**config.mk**
```make
export PLATFORM = sky130hd
export DESIGN_NAME = ps2_key_tracker
export DESIGN_NICKNAME = d
export VERILOG_FILES = /design/src/rtl/ps2_pkg.sv /design/src/rtl/ps2_key_tracker_hex7seg.sv /design/src/rtl/ps2_key_tracker.sv
export SDC_FILE = /design/constraint.sdc
export NUM_CORES = 1
export LEC_CHECK = 0
export CORE_UTILIZATION = 33
export DETAILED_ROUTE_END_ITERATION = 12
export PLACE_DENSITY = 0.62
export SETUP_SLACK_MARGIN = 0.02
export SYNTH_ARGS = -nofsm -noshare
export SYNTH_HDL_FRONTEND = slang
export SYNTH_SLANG_ARGS = --single-unit
```
**constraint.sdc**
```tcl
create_clock -name clk -period 4.75 [get_ports clk]
set_clock_uncertainty 0.05 [all_clocks]
set_input_delay 1.1875 -clock clk [delete_from_list [all_inputs] [get_ports clk]]
set_output_delay 1.1875 -clock clk [all_outputs]
set_load 0.02 [all_outputs]
```
**src/rtl/ps2_pkg.sv**
```systemverilog
// ----------------------------------------------------------------------------
// ps2_pkg
// Shared definitions for the PS/2 key tracker:
//   state_t      - make/break tracking states (IDLE, HELD, BRK)
//   BREAK_CODE   - 0xF0 break prefix byte
//   EXT_CODE     - 0xE0 extended-key prefix byte
//   SEG_GLYPH    - active-high seven-segment patterns for 0..F, indexed by value
//   SEG_BLANK    - active-high pattern with every segment off
//   seg_pattern  - glyph lookup with blanking and polarity applied
// Segment bit order: bit0=a ... bit6=g, bit7=dp.
// ----------------------------------------------------------------------------
package ps2_pkg;

    typedef enum logic [1:0] {
        IDLE = 2'd0,
        HELD = 2'd1,
        BRK  = 2'd2
    } state_t;

    localparam logic [7:0] BREAK_CODE = 8'hF0;
    localparam logic [7:0] EXT_CODE   = 8'hE0;
    localparam logic [7:0] SEG_BLANK  = 8'h00;

    // Packed so that SEG_GLYPH[v] is the glyph for value v (element 0 is last).
    localparam logic [15:0][7:0] SEG_GLYPH = {
        8'h71, 8'h79, 8'h5E, 8'h39,   // F E d C
        8'h7C, 8'h77, 8'h6F, 8'h7F,   // b A 9 8
        8'h07, 8'h7D, 8'h6D, 8'h66,   // 7 6 5 4
        8'h4F, 8'h5B, 8'h06, 8'h3F    // 3 2 1 0
    };

    // dp is never set in the active-high table, so inversion leaves it dark.
    function automatic logic [7:0] seg_pattern(input logic [3:0] val,
                                               input logic       blank,
                                               input logic       active_low);
        logic [7:0] pat;
        pat = blank ? SEG_BLANK : SEG_GLYPH[val];
        return pat ^ {8{active_low}};
    endfunction

endpackage

```
**src/rtl/ps2_key_tracker_hex7seg.sv**
```systemverilog
// ----------------------------------------------------------------------------
// hex7seg
// Combinational hex-digit to seven-segment decoder.
// Ports:
//   i_val        in  4  nibble to show (0..F)
//   i_blank      in  1  1 = all segments off
//   i_active_low in  1  1 = lit segment driven 0 (all eight bits inverted)
//   o_seg        out 8  bit0=a ... bit6=g, bit7=dp (dp always off)
// ----------------------------------------------------------------------------
module hex7seg
    import ps2_pkg::*;
(
    input  logic [3:0] i_val,
    input  logic       i_blank,
    input  logic       i_active_low,
    output logic [7:0] o_seg
);

    assign o_seg = seg_pattern(i_val, i_blank, i_active_low);

endmodule

```
**src/rtl/ps2_key_tracker.sv**
```systemverilog
// ----------------------------------------------------------------------------
// ps2_key_tracker
// Consumes validated PS/2 scan-code bytes, runs the make/break/extended
// protocol, tracks the currently held key and a press counter, and drives
// six seven-segment digits.
// Parameters:
//   SEG_ACTIVE_LOW  1 = lit segment driven 0
//   CNT_W           press counter width (display shows the low 8 bits)
// Ports:
//   clk         in  1      system clock
//   resetn      in  1      synchronous active-low reset (beats code_valid)
//   code_valid  in  1      one received byte this cycle
//   code_in     in  8      scan-code byte
//   ascii_in    in  8      keymap ASCII for code_in
//   key_code    out 8      scan code of current/last pressed key
//   key_ascii   out 8      ASCII latched with key_code
//   key_ext     out 1      current key was E0-prefixed
//   key_held    out 1      a key is currently held
//   press_cnt   out CNT_W  distinct presses, wraps
//   hex0..hex5  out 8      code (1:0), ascii (3:2), press count (5:4)
//   state_dbg   out 2      current protocol state (state_t encoding)
// Handshake: code_valid is a strobe with no back-pressure; every cycle it is
// high consumes one byte, and results are visible the following cycle.
// ----------------------------------------------------------------------------
module ps2_key_tracker
    import ps2_pkg::*;
#(
    parameter int SEG_ACTIVE_LOW = 1,
    parameter int CNT_W          = 8
)(
    input  logic             clk,
    input  logic             resetn,
    input  logic             code_valid,
    input  logic [7:0]       code_in,
    input  logic [7:0]       ascii_in,
    output logic [7:0]       key_code,
    output logic [7:0]       key_ascii,
    output logic             key_ext,
    output logic             key_held,
    output logic [CNT_W-1:0] press_cnt,
    output logic [7:0]       hex0,
    output logic [7:0]       hex1,
    output logic [7:0]       hex2,
    output logic [7:0]       hex3,
    output logic [7:0]       hex4,
    output logic [7:0]       hex5,
    output logic [1:0]       state_dbg
);

    state_t           r_state;
    logic             r_ext_pend;
    logic [7:0]       r_key_code;
    logic [7:0]       r_key_ascii;
    logic             r_key_ext;
    logic             r_key_held;
    logic [CNT_W-1:0] r_press_cnt;

    state_t           w_state_nxt;
    logic             w_ext_pend_nxt;
    logic             w_held_nxt;
    logic             w_latch;
    logic             w_same_key;
    logic [7:0]       w_cnt8;
    logic             w_pol;

    // A key is identified by {extended prefix, code}.
    assign w_same_key = (r_ext_pend == r_key_ext) && (code_in == r_key_code);

    always_comb begin
        w_state_nxt    = r_state;
        w_ext_pend_nxt = r_ext_pend;
        w_held_nxt     = r_key_held;
        w_latch        = 1'b0;
        if (code_valid) begin
            if (code_in == EXT_CODE) begin
                w_ext_pend_nxt = 1'b1;
            end else if (code_in == BREAK_CODE) begin
                // Entered from IDLE or HELD, and a repeated F0 stays here.
                w_state_nxt = BRK;
            end else begin
                w_ext_pend_nxt = 1'b0;
                case (r_state)
                    IDLE: begin
                        w_latch     = 1'b1;
                        w_state_nxt = HELD;
                    end
                    HELD: begin
                        // Typematic repeat of the same key changes nothing.
                        w_latch = !w_same_key;
                    end
                    BRK: begin
                        if (w_same_key) begin
                            w_held_nxt  = 1'b0;
                            w_state_nxt = IDLE;
                        end else begin
                            // Release of a key already rolled over: ignore.
                            w_state_nxt = r_key_held ? HELD : IDLE;
                        end
                    end
                    default: w_state_nxt = IDLE;
                endcase
                if (w_latch) begin
                    w_held_nxt = 1'b1;
                end
            end
        end
    end

    always_ff @(posedge clk) begin
        if (!resetn) begin
            r_state     <= IDLE;
            r_ext_pend  <= 1'b0;
            r_key_code  <= 8'h00;
            r_key_ascii <= 8'h00;
            r_key_ext   <= 1'b0;
            r_key_held  <= 1'b0;
            r_press_cnt <= '0;
        end else begin
            r_state    <= w_state_nxt;
            r_ext_pend <= w_ext_pend_nxt;
            r_key_held <= w_held_nxt;
            if (w_latch) begin
                r_key_code  <= code_in;
                r_key_ascii <= ascii_in;
                r_key_ext   <= r_ext_pend;
                r_press_cnt <= r_press_cnt + CNT_W'(1);
            end
        end
    end

    assign key_code  = r_key_code;
    assign key_ascii = r_key_ascii;
    assign key_ext   = r_key_ext;
    assign key_held  = r_key_held;
    assign press_cnt = r_press_cnt;
    assign state_dbg = r_state;

    assign w_cnt8 = 8'(r_press_cnt);
    assign w_pol  = (SEG_ACTIVE_LOW != 0);

    hex7seg u_hex0 (.i_val(r_key_code[3:0]),  .i_blank(!r_key_held), .i_active_low(w_pol), .o_seg(hex0));
    hex7seg u_hex1 (.i_val(r_key_code[7:4]),  .i_blank(!r_key_held), .i_active_low(w_pol), .o_seg(hex1));
    hex7seg u_hex2 (.i_val(r_key_ascii[3:0]), .i_blank(!r_key_held), .i_active_low(w_pol), .o_seg(hex2));
    hex7seg u_hex3 (.i_val(r_key_ascii[7:4]), .i_blank(!r_key_held), .i_active_low(w_pol), .o_seg(hex3));
    hex7seg u_hex4 (.i_val(w_cnt8[3:0]),      .i_blank(1'b0),        .i_active_low(w_pol), .o_seg(hex4));
    hex7seg u_hex5 (.i_val(w_cnt8[7:4]),      .i_blank(1'b0),        .i_active_low(w_pol), .o_seg(hex5));

endmodule

```
==> impl_metrics.json <==
{
  "core_area_mm2": 0.0132,
  "clock-sinks": 71,
  "syn2layout_area_growth_pct": 31.4,
  "post-cts-setup-buffers": 0,
  "gr-total-overflow": 0,
  "wl_per_cell_um": 14.6,
  "drt_iter0_drc": 283,
  "crit_path_end_kind": "register",
  "antenna_found_initial": 0,
  "cts_resized": 0,
  "die_w_um": 118,
  "crit_path_start_kind": "input port",
  "n_antenna_cell": 0,
  "rsz0062_at_grt": "false",
  "worstSetupPathType": "in -> reg",
  "postRouteAntennaNets": 0,
  "grt_max_degree": 35,
  "slew-limit-headroom_pct": 44.0,
  "vias_per_cell": 5.14,
  "yosysWarnings": 0,
  "cts_buffers": 9,
  "syn_area_per_cell_um2": 8.24,
  "wirelength_um": 11800,
  "io_pins": 95,
  "ys_types": 65,
  "arrival_ns": 4.28,
  "path_clk_slew_ns": 0.06,
  "slew_viol_final": 0,
  "synth_async_sr_flop_share_pct": 0,
  "grt_util_met1_pct": 21.0,
  "synth_top_flop_cell": "dfxtp_1",
  "critical_path_buf_inv_count": 2,
  "start_util_pct": 33.7,
  "tritoncts": "yes",
  "max_stage_delay_ns": 0.61,
  "synthCells": 539,
  "leakagePower_uw": 0.00244,
  "root_buffer": "clkbuf_16",
  "use_met3_pct": 3.39,
  "finalCriticalPeriod_ns": 4.11,
  "grtUsageMet2_pct": 28.7,
  "vias": 4138,
  "status": "finished clean",
  "drcViolationCount": 0,
  "crit_required_ns": 4.93,
  "crit_path_max_fanout": 18,
  "hold_path.class": "reg -> reg",
  "setup_slack_ns": 0.645,
  "ctsHoldBuffers": 0,
  "dpl.hpwl_um": 8710,
  "cp_top_family": "simple AND/OR/NAND/NOR gates",
  "die_h_um": 118,
  "grt_usage_pct": 17.4,
  "dieArea_mm2": 0.0139,
  "hold_violations": 0,
  "ir_drop_uv": 146,
  "setup-tns-final_ns": 0,
  "globalplace.congestion": 0.974,
  "first_global_vias": 4119,
  "clock.fmax_mhz": 244,
  "synth-edff-count": 0,
  "ys_ff_latch": 71,
  "grt-busiest-layer": "met2",
  "setup_viol": 0,
  "power_density_mw_per_mm2": 309,
  "maxCapViolations": 0,
  "dr.pass1.iters": 4,
  "max_slew.worst_pin.slew_ns": 0.839,
  "crit_chain": "clkdlybuf4s50_1 -> xnor2_1 -> nand4_1 -> or3_1 -> nand2_2 -> nand2_1 -> a21oi_1 -> inv_1 -> ha_1 -> o21a_1 -> a22o_1",
  "port_buffers": 88,
  "finalCritPeriodShare_pct": 86.4,
  "grt_pass1_wl_um": 19400,
  "clock_path_buffers": 2,
  "layout-drive-gt1-share_pct": 8.11,
  "syn-cell-area_mm2": 0.00444,
  "dp_slack_ns": 0.323,
  "crit_slowest_cell": "clkdlybuf4s50_1",
  "nets": 687,
  "fp-row-count": 42,
  "clock_latency_ns": 0.34,
  "synth-seq-area-share_pct": 32.0,
  "cts_max_level": 3
}
-- tightest hold or removal path, stage by stage (launching register included) --
cell	delay [ns]
dfxtp_1	0.33
nand2_1	0.06
a21oi_1	0.06
-- cell usage in the layout (no fill, tap or decap), types with 4 or more instances in the layout --
cell type        netlist  routed
clkbuf_16              0       9
o21ai_0               23      23
inv_1                 57      57
nand4_1                4       4
and3_1                 6       6
and4_1                 5       5
buf_4                  6      14
a21oi_1               26      26
nor4_1                 4       4
dfxtp_1               71      71
ha_1                  43      43
nor3_1                10       9
nand2_1               61      61
xnor2_1               11      11
conb_1                 1       6
mux2i_1               21      21
o31ai_1                5       5
o22a_1                 7       7
a31oi_1                4       4
a22oi_1                8       8
nand2b_1               8       8
and2_1                 4       4
nand3_1               17      17
mux2_2                 5       5
nor2_1                39      39
clkdlybuf4s50_1        0      88
a2bb2oi_1             10      10
-- power breakdown --
group	switching, µW	internal (µW)	total (µW)
logic	209	165	374
registers	26.1	640	666
clock network	257	508	766
-- per-layer routing --
metal	up-vias	share of wire (%)	wire length [µm]
li1	2024	-	-
met1	1928	45	5350
met2	159	46	5390
met3	27	5.5	653
met4	0	3.2	381
met5	-	0	0
-- cell families (layout without fill, tap and decap cells) --
group,Yosys count,in the layout,share of synthesized area (%)
XOR/XNOR,13,13,2.56
other,1,6,0.0844
AO/OA/AOI/OAI,119,119,19.3
AND/OR/NAND/NOR,176,176,19.2
flip-flops,71,71,32.0
multiplexers,26,26,6.00
buffers and inverters,90,175,8.71
adder cells (fa/ha/maj),43,43,12.1
-- final timing paths --
check	from	to	slack, ns	depth (start not counted)
worst max-delay path	code_in[0]	register	0.64	11
worst min-delay path	key_ext$_SDFFE_PN0N_	key_ext$_SDFFE_PN0N_	0.44	2
worst max register to register	key_code[7]$_SDFFE_PN0N_	register	1.68	10
worst min register to register	key_ext$_SDFFE_PN0N_	key_ext$_SDFFE_PN0N_	0.44	2
-- stage by stage --
| step | util [%] | cells | hold slack [ns] | instance area [µm²] | power [µW] |
|---|---|---|---|---|---|
| 4_1_cts | 44.3 | 805 | 0.448 | 5840 | 1830 |
| 6_report | 44.3 | 805 | 0.444 | 5840 | 1810 |
| 5_1_grt | 44.3 | 805 | 0.472 | 5840 | 1890 |
| 2_1_floorplan | - | 544 | 0.407 | 4460 | 902 |
| 3_3_place_gp | 41.7 | 790 | 0.431 | 5500 | 1050 |
| 3_5_place_dp | 41.7 | 790 | 0.437 | 5500 | 1050 |
-- cell type report --
type                            instances  area (µm²)
Tap cell                              176         220
Inverter                               58         218
Fill cell                            1282        7350
Timing Repair Buffer                  102         986
Clock inverter                          6         110
Multi-Input combinational cell        383        2660
Sequential cell                        71        1420
Clock buffer                            9         225
-- synth_stat cells (10+ instances only) --
cell type / n / area share (%)
a21oi_1: 26 / 2.9
a2bb2oi_1: 10 / 2.0
clkbuf_1: 12 / 1.0
dfxtp_1: 71 / 32
ha_1: 43 / 12
inv_1: 57 / 4.8
mux2i_1: 21 / 4.7
nand2_1: 61 / 5.2
nand3_1: 17 / 1.9
nor2_1: 39 / 3.3
nor3_1: 10 / 1.1
o21ai_0: 23 / 2.6
xnor2_1: 11 / 2.2
(Power assumes the default switching activity.)
